`src/rtl/rv_fetch_pkg.sv`:
```
// Shared types and constants for the instruction fetch controller.
package rv_fetch_pkg;

  // Fetch controller states.
  typedef enum logic [1:0] {
    ST_SYNC = 2'd0,
    ST_REQ  = 2'd1,
    ST_WAIT = 2'd2,
    ST_DROP = 2'd3
  } fetch_state_t;

  // Bytes per instruction bus word.
  localparam int FETCH_WORD_BYTES = 4;

endpackage

```
`src/rtl/rv_fetch_ctrl_add.sv`:
```
// Plain ripple adder with carry in/out, used for the fetch word-address increment.
module add #(
  parameter int WIDTH = 8
) (
  input  logic [WIDTH-1:0] i_a,
  input  logic [WIDTH-1:0] i_b,
  input  logic             i_carry,
  output logic [WIDTH-1:0] o_sum,
  output logic             o_carry
);

  // Widen by one bit so the carry out falls out of the same addition.
  assign {o_carry, o_sum} = {1'b0, i_a} + {1'b0, i_b} + {{WIDTH{1'b0}}, i_carry};

endmodule

```
`src/rtl/rv_fetch_ctrl.sv`:
```
// Instruction fetch controller: issues word requests, pushes returned
// halfwords into the fetch buffer, and handles redirects by resetting the
// buffer and discarding any response still owed by the bus.
module rv_fetch_ctrl
  import rv_fetch_pkg::*;
#(
  parameter int                          IADDR_SPACE_BITS = 16,
  parameter logic [IADDR_SPACE_BITS-1:0] RESET_PC         = '0
) (
  input  logic                          i_clk,
  input  logic                          i_reset_n,
  input  logic                          i_flush,
  input  logic [IADDR_SPACE_BITS-2:0]   i_flush_pc,
  output logic                          o_instr_req,
  output logic [IADDR_SPACE_BITS-3:0]   o_instr_addr,
  input  logic                          i_instr_ack,
  input  logic                          i_instr_valid,
  input  logic [31:0]                   i_instr_data,
  output logic                          o_buf_reset_n,
  output logic [IADDR_SPACE_BITS-2:0]   o_buf_pc,
  output logic [15:0]                   o_data_lo,
  output logic [15:0]                   o_data_hi,
  output logic                          o_push_single,
  output logic                          o_push_double,
  input  logic                          i_buf_full
);

  localparam int PCW = IADDR_SPACE_BITS - 1;   // halfword PC width
  localparam int AW  = IADDR_SPACE_BITS - 2;   // word address width
  localparam logic [AW-1:0] ADDR_ONE = {{(AW-1){1'b0}}, 1'b1};

  logic [1:0]         rst_sync;
  logic               rst_n;

  fetch_state_t       state, state_nxt;
  logic [PCW-1:0]     pc, pc_nxt;
  logic [AW-1:0]      addr, addr_nxt, addr_inc;
  logic               odd_start, odd_start_nxt;
  logic               buf_reset_n, buf_reset_n_nxt;
  logic               push_single, push_single_nxt;
  logic               push_double, push_double_nxt;
  logic [15:0]        data_lo, data_lo_nxt;
  logic [15:0]        data_hi, data_hi_nxt;
  logic               req;
  logic               accept;

  // Reset synchronizer: assertion is immediate, release is aligned to the clock.
  always_ff @(posedge i_clk or negedge i_reset_n) begin
    if (!i_reset_n) rst_sync <= 2'b00;
    else            rst_sync <= {rst_sync[0], 1'b1};
  end

  assign rst_n = rst_sync[1];

  // Request is the only combinational output so buffer-full backpressure acts in the same cycle.
  assign req    = (state == ST_REQ) && !i_buf_full;
  assign accept = req && i_instr_ack;

  add #(
    .WIDTH (AW)
  ) u_addr_inc (
    .i_a     (addr),
    .i_b     (ADDR_ONE),
    .i_carry (1'b0),
    .o_sum   (addr_inc),
    .o_carry ()
  );

  // Next-state, PC/address update and push decode.
  always_comb begin
    state_nxt       = state;
    pc_nxt          = pc;
    addr_nxt        = addr;
    odd_start_nxt   = odd_start;
    push_single_nxt = 1'b0;
    push_double_nxt = 1'b0;
    data_lo_nxt     = data_lo;
    data_hi_nxt     = data_hi;

    if (i_flush) begin
      pc_nxt   = i_flush_pc;
      addr_nxt = i_flush_pc[PCW-1:1];
      // A redirect goes straight to SYNC unless a bus response is still owed,
      // in which case DROP waits it out so it never reaches the new stream.
      case (state)
        ST_SYNC: state_nxt = ST_SYNC;
        ST_REQ:  state_nxt = accept ? ST_DROP : ST_SYNC;
        ST_WAIT: state_nxt = i_instr_valid ? ST_SYNC : ST_DROP;
        ST_DROP: state_nxt = i_instr_valid ? ST_SYNC : ST_DROP;
        default: state_nxt = ST_SYNC;
      endcase
    end else begin
      case (state)
        ST_SYNC: begin
          // An odd halfword start means the first word only carries its upper half.
          odd_start_nxt = pc[0];
          addr_nxt      = pc[PCW-1:1];
          state_nxt     = ST_REQ;
        end
        ST_REQ: begin
          if (accept) begin
            addr_nxt  = addr_inc;
            state_nxt = ST_WAIT;
          end
        end
        ST_WAIT: begin
          if (i_instr_valid) begin
            data_hi_nxt = i_instr_data[31:16];
            if (odd_start) begin
              push_single_nxt = 1'b1;
            end else begin
              push_double_nxt = 1'b1;
              data_lo_nxt     = i_instr_data[15:0];
            end
            odd_start_nxt = 1'b0;
            state_nxt     = ST_REQ;
          end
        end
        ST_DROP: begin
          if (i_instr_valid) state_nxt = ST_SYNC;
        end
        default: state_nxt = ST_SYNC;
      endcase
    end

    buf_reset_n_nxt = !((state_nxt == ST_SYNC) || (state_nxt == ST_DROP));
  end

  // State, PC, address and registered buffer-side outputs.
  always_ff @(posedge i_clk or negedge rst_n) begin
    if (!rst_n) begin
      state       <= ST_SYNC;
      pc          <= RESET_PC[IADDR_SPACE_BITS-1:1];
      addr        <= RESET_PC[IADDR_SPACE_BITS-1:2];
      odd_start   <= RESET_PC[1];
      buf_reset_n <= 1'b0;
      push_single <= 1'b0;
      push_double <= 1'b0;
      data_lo     <= '0;
      data_hi     <= '0;
    end else begin
      state       <= state_nxt;
      pc          <= pc_nxt;
      addr        <= addr_nxt;
      odd_start   <= odd_start_nxt;
      buf_reset_n <= buf_reset_n_nxt;
      push_single <= push_single_nxt;
      push_double <= push_double_nxt;
      data_lo     <= data_lo_nxt;
      data_hi     <= data_hi_nxt;
    end
  end

  assign o_instr_req   = req;
  assign o_instr_addr  = addr;
  assign o_buf_reset_n = buf_reset_n;
  assign o_buf_pc      = pc;
  assign o_data_lo     = data_lo;
  assign o_data_hi     = data_hi;
  assign o_push_single = push_single;
  assign o_push_double = push_double;

endmodule

```
`config.mk`:
```
export PLATFORM = sky130hd
export DESIGN_NAME = rv_fetch_ctrl
export DESIGN_NICKNAME = d
export VERILOG_FILES = /design/src/rtl/rv_fetch_pkg.sv /design/src/rtl/rv_fetch_ctrl_add.sv /design/src/rtl/rv_fetch_ctrl.sv
export SDC_FILE = /design/constraint.sdc
export NUM_CORES = 1
export LEC_CHECK = 0
export ABC_AREA = 1
export CELL_PAD_IN_SITES_DETAIL_PLACEMENT = 1
export CELL_PAD_IN_SITES_GLOBAL_PLACEMENT = 1
export CORE_MARGIN = 2
export CORE_UTILIZATION = 30
export DETAILED_ROUTE_END_ITERATION = 8
export PLACE_DENSITY_LB_ADDON = 0.1
export SLEW_MARGIN = 30
export SYNTH_ARGS = -nofsm -noshare
export SYNTH_HDL_FRONTEND = slang
export SYNTH_SLANG_ARGS = --single-unit
export TNS_END_PERCENT = 20
```
`constraint.sdc`:
```
create_clock -name i_clk -period 2.7 [get_ports i_clk]
set_input_delay 0.27 -clock i_clk [delete_from_list [all_inputs] [get_ports i_clk]]
set_output_delay 0.27 -clock i_clk [all_outputs]
set_load 0.01 [all_outputs]
```
==> results of run 1 <==
-- report_power, final --
| group | switching (mW) | internal [mW] |
|---|---|---|
| sequential | 0.255 | 1.36 |
| clock | 0.381 | 0.404 |
| combinational | 0.709 | 0.835 |
-- state kept, by name (all words and copies together), names as in the netlist --
name and count:
o_data_lo 16, o_instr_addr 14, o_push_double 1, odd_start 1, o_buf_reset_n 1, state 2
o_data_hi 16, rst_sync 2, o_buf_pc 15, o_push_single 1
-- placed cells by master (no fill, tap or decap), drive strengths merged, types with 4 or more instances in the layout --
| cell type | n |
|---|---|
| a21oi | 40 |
| buf | 6 |
| clkbuf | 14 |
| clkdlybuf4s50 | 116 |
| dfrtp | 69 |
| inv | 31 |
| nand2 | 150 |
| nand3 | 11 |
| nand4 | 4 |
| nor2 | 29 |
| o21ai | 21 |
| xnor2 | 4 |
-- cell usage after synthesis (2+ instances only) --
library cell / instances
nand2_1: 148
dfrtp_1: 69
a21oi_1: 40
inv_1: 28
nor2_1: 28
o21ai_0: 21
nand3_1: 10
buf_2: 6
clkbuf_1: 4
nand4_1: 4
xnor2_1: 4
a31oi_1: 3
inv_2: 3
xor2_1: 3
buf_1: 2
-- routing by layer --
metal / vias up / track usage / wire (um)
met2: 75 / 0.293 / 4480
met1: 1404 / 0.219 / 4240
met3: 13 / 0.0319 / 445
met5: - / 0 / 0
li1: 1454 / - / -
met4: 0 / 0.0808 / 162
-- cell families after synthesis --
| group | Yosys count | share of synthesized area |
|---|---|---|
| AOI/OAI and AO/OA | 66 | 0.108 |
| muxes | 1 | 0.00319 |
| DFF | 69 | 0.551 |
| other | 1 | 0.00120 |
| adders and majority gates | 1 | 0.00399 |
| buffers and inverters | 47 | 0.0627 |
| xor gates and xnor gates | 7 | 0.0196 |
| and+or+nand+nor | 195 | 0.251 |
-- layout make-up --
class,count,area (sq um)
sequential,69,1730
tap,136,170
timing repair buffer,122,1220
clock buffer,14,173
inverter,33,125
fill,1239,5600
multi-input combinational,271,1210
clock inverter,1,5.00
-- worst max-delay path, cell delays in order (launching register included) --
cell             delay (ps)
dfrtp_1                 420
inv_2                   100
nand2_2                  70
nor2_2                  100
clkdlybuf4s50_1         540
-- path summary, 6_finish.rpt --
check                             from               to  slack (ps)  cells past startpoint
min                          i_reset_n      rst_sync[0]          80                      1
max reg2reg                   state[1]  o_instr_addr[7]        1020                      9
max in group asynchronous  rst_sync[1]      o_buf_pc[1]        1690                      1
max                           state[1]      o_instr_req         850                      4
min reg2reg                rst_sync[1]      o_buf_pc[5]         350                      0
min in group i_clk             i_flush      o_buf_pc[0]         360                      3
-- metrics by stage --
step                power (mW)  setup WS (ps)   util
floorplan                 2.27            636      -
global placement          3.14            952  0.435
detailed placement        3.20            871  0.435
CTS                       4.01            818  0.452
global route              4.22            783  0.452
finish                    3.94            852  0.452
==> flow_metrics.tcl, run 1 <==
set metrics [dict create \
    cts_buffers 9 \
    drc 0 \
    track_usage 0.175 \
    gp_congestion 0.765 \
    slew_violations 0 \
    drtAntennaViolNets 0 \
    power_density_nw_per_um2 852 \
    cts_num_sinks 69 \
    viasPerCell 4.56 \
    core_sq_um 10200 \
    die_area_sq_um 11300 \
    syn_nets 441 \
    seq_area_frac_synth 0.551 \
    synth.distinct_cells 29 \
    hold_viol 0 \
    ys_ff_latch 69 \
    fin_hold_ws_ps 75.6 \
    relSlewSlack 0.481 \
    synth_cells 387 \
    avgSynthCellArea_sq_um 8.10 \
    drt_iter0_markers 125 \
    cts_resized 0 \
    cp-start-kind "flop" \
    cts_buffer_depth 2 \
    timing.fmax_mhz 541 \
    cts_setup_buffers 0 \
    cts_hold_buf 0 \
    vias 2946 \
    rsz0062_at_grt "no" \
    tns_ps 0 \
    clockRootBuffer "clkbuf_8" \
    hpwl_um 6760 \
    p_leak_nw 2.18 \
    die_h_um 106 \
    grt_pass1_wl_um 15400 \
    instances_no_fill 646 \
    diodes 0 \
    io_pins 118 \
    mappedNetlistArea_sq_um 3130 \
    rows 37 \
    critPathArrivalTime_ps 1580 \
    clkSlewWorstSetupHoldPaths_ps 70 \
    synth_edf_count 0 \
    worstMarginPinSlew_ps 779 \
    die_w_um 106 \
    fin_skew_ps 9.50 \
    setup_viol 0 \
    synthFlopType "dfrtp_1" \
    crit_fanout 5 \
    yosysTopAreaCell "dfrtp_1" \
    yosysTopAreaCellShare 0.551 \
    avgRoutedWirePerCell_um 14.4 \
    cap_violations 0 \
    cts_tree "built" \
    grt_pass1_vias 3153 \
    drive_gt1_frac 0.0569 \
    fin_crit_sh 0.685 \
    worstPathRequired_ps 2430 \
    grt_max_degree 35 \
    area_growth_pct 47.7 \
    overflow 0 \
    irDropWorstVdd_mv 0.286 \
    wl_um 9320 \
    yosysWarnings 0 \
    hold_class "input port to asynchronous set/reset pin" \
    drt_first_pass_iters 4 \
    antenna_found_initial 0 \
    num-nets-final 560 \
    ys_async_sr_fraction 1.00 \
    numPortBuffers 117 \
    dpl_cell_area_sq_um 4450 \
    outcome "completed" \
    synthTopCellsByArea "dfrtp_1 (55%), nand2_1 (18%), a21oi_1 (6.4%)" \
    worstSkewPairLatency_ps 350 \
    htreeDepth 3 \
    dp.cells 631 \
    design_area_sq_um 4630 \
    start_util 0.306 \
    path_class "flop to output pin" \
    period_needed_ps 1850 \
    worstSetupEndpointType "output pin" \
]
No activity file was read; power rests on OpenSTA's default activity.
==> run 2: changes to the inputs <==
- clock period: 2.7 -> 1.8 ns (I/O delays scaled with it)
==> flow_metrics.tcl, run 2 (synthesized netlist as in run 1, its figures left out) <==
set metrics [dict create \
    outcome "completed" \
    layout_common_cells "nand2_1 (148), clkdlybuf4s50_1 (115), dfrtp_1 (68), a21oi_1 (40)" \
    rows 37 \
    numPortBuffers 117 \
    clockRootBuffer "clkbuf_8" \
    crit_chain "clkdlybuf4s50_1" \
    pre_cts_slack_ps 123 \
    num-nets-final 565 \
    core_sq_um 10200 \
    irDropWorstVdd_mv 0.385 \
    fin_skew_ps 7.93 \
    tns_ps 0 \
    worstSetupEndpointType "output pin" \
    overflow 0 \
    hold_class "input port to flop" \
    htreeDepth 3 \
    cts_buffer_depth 2 \
    power.total_mw 5.88 \
    io_pins 118 \
    vias 2927 \
    fin_crit_sh 0.878 \
    area_growth_pct 48.7 \
    cp_slowest_cell "clkdlybuf4s50_1" \
    cap_violations 0 \
    min_path_cells 3 \
    hold_viol 0 \
    cp_num_buf_inv 1 \
    gp_congestion 0.742 \
    hpwl_um 6520 \
    crit_path_max_incr_delay_ps 580 \
    viasPerCell 4.49 \
    slew_violations 0 \
    cp.depth 1 \
    diodes 0 \
    dp.cells 634 \
    r2r.worst_path.cells 7 \
    post-route-worst-setup-slack_ps 220 \
    setup_viol 0 \
    track_usage 0.173 \
    cp-start-kind "flop" \
    die_area_sq_um 11300 \
    antenna_found_initial 0 \
    grt_pass1_vias 3073 \
    critPathArrivalTime_ps 1400 \
    rsz0062_at_grt "no" \
    drive_gt1_frac 0.0620 \
    clkSlewWorstSetupHoldPaths_ps 70 \
    path_class "flop to output pin" \
    wl_um 9170 \
    drt_iter0_markers 83 \
    avgRoutedWirePerCell_um 14.1 \
    grt_use_met1 0.224 \
    cts_num_sinks 69 \
    worstSkewPairLatency_ps 340 \
    die_w_um 106 \
    period_needed_ps 1580 \
    drtAntennaViolNets 0 \
    start_util 0.306 \
    die_h_um 106 \
    cpLargestDelayFamily "buffers and inverters" \
    cts_tree "built" \
    cts_buffers 9 \
    drt_first_pass_iters 4 \
    grt_pass1_wl_um 15400 \
    worstPathRequired_ps 1620 \
    crit_fanout 7 \
    final_common_cell "nand2_1" \
    p_leak_nw 2.20 \
    grt_max_degree 68 \
    grtUsageMet2 0.284 \
    timing.fmax_mhz 633 \
    grt_util_met3 0.0515 \
    power_density_nw_per_um2 1260 \
    gr-max-usage-layer "met2" \
    instances_no_fill 652 \
    drc 0 \
]
[run 2: changes by cell type in the layout (fill, tap and decap cells not counted)]
cell	previous run	this run
clkbuf_1	2	4
buf_4	4	8
clkbuf_8	12	11
dlygate4sd3_1	0	1
clkdlybuf4s50_1	116	115
dlygate4sd2_1	0	1
[run 2: per-layer routing]
layer,part of all wire,wire (um)
met5,0,0
met4,0.0072,66
met3,0.055,505
met2,0.48,4380
met1,0.46,4210
[run 2: path summary, 6_finish.rpt]
| check | startpoint | slack, ps | end |
|---|---|---|---|
| max in group asynchronous | i_reset_n | 1130 | rst_sync[1] |
| worst min register to register | rst_sync[1] | 290 | o_buf_reset_n |
| worst min-delay path | i_flush | 120 | o_buf_pc[0] |
| worst max-delay path | o_instr_addr[2] | 220 | o_instr_addr[2] |
| worst max register to register | o_instr_addr[2] | 280 | o_instr_addr[9] |
| min in group asynchronous | rst_sync[1] | 290 | o_buf_reset_n |
[run 2: final cells by class]
type	count	area [sq um]
timing repair buffer	127	1250
sequential	69	1730
fill	1232	5570
inverter	33	125
clock inverter	1	5.00
clock buffer	15	166
multi-input combinational	271	1210
tap	136	170
[run 2: what timing repair did]
| item | in CTS | in global routing |
|---|---|---|
| buffers inserted | 1 | 0 |
| resized for setup | 1 | 0 |
| endpoints found under the hold margin | 2 | 0 |
| endpoints found under the setup margin | 1 | 0 |
| hold buffers | 1 | 0 |
[run 2: per-stage QoR]
stage	hold slack [ps]	util	area, sq um
floorplan	-116	-	3140
global placement	311	0.437	4470
detailed placement	316	0.437	4470
CTS	93.3	0.456	4660
global route	103	0.456	4660
finish	121	0.456	4660
[run 2: where the power goes]
part,switching (mW),internal (mW)
Sequential,0.352,2.04
Clock,0.566,0.577
Combinational,1.08,1.27
Total,1.99,3.88
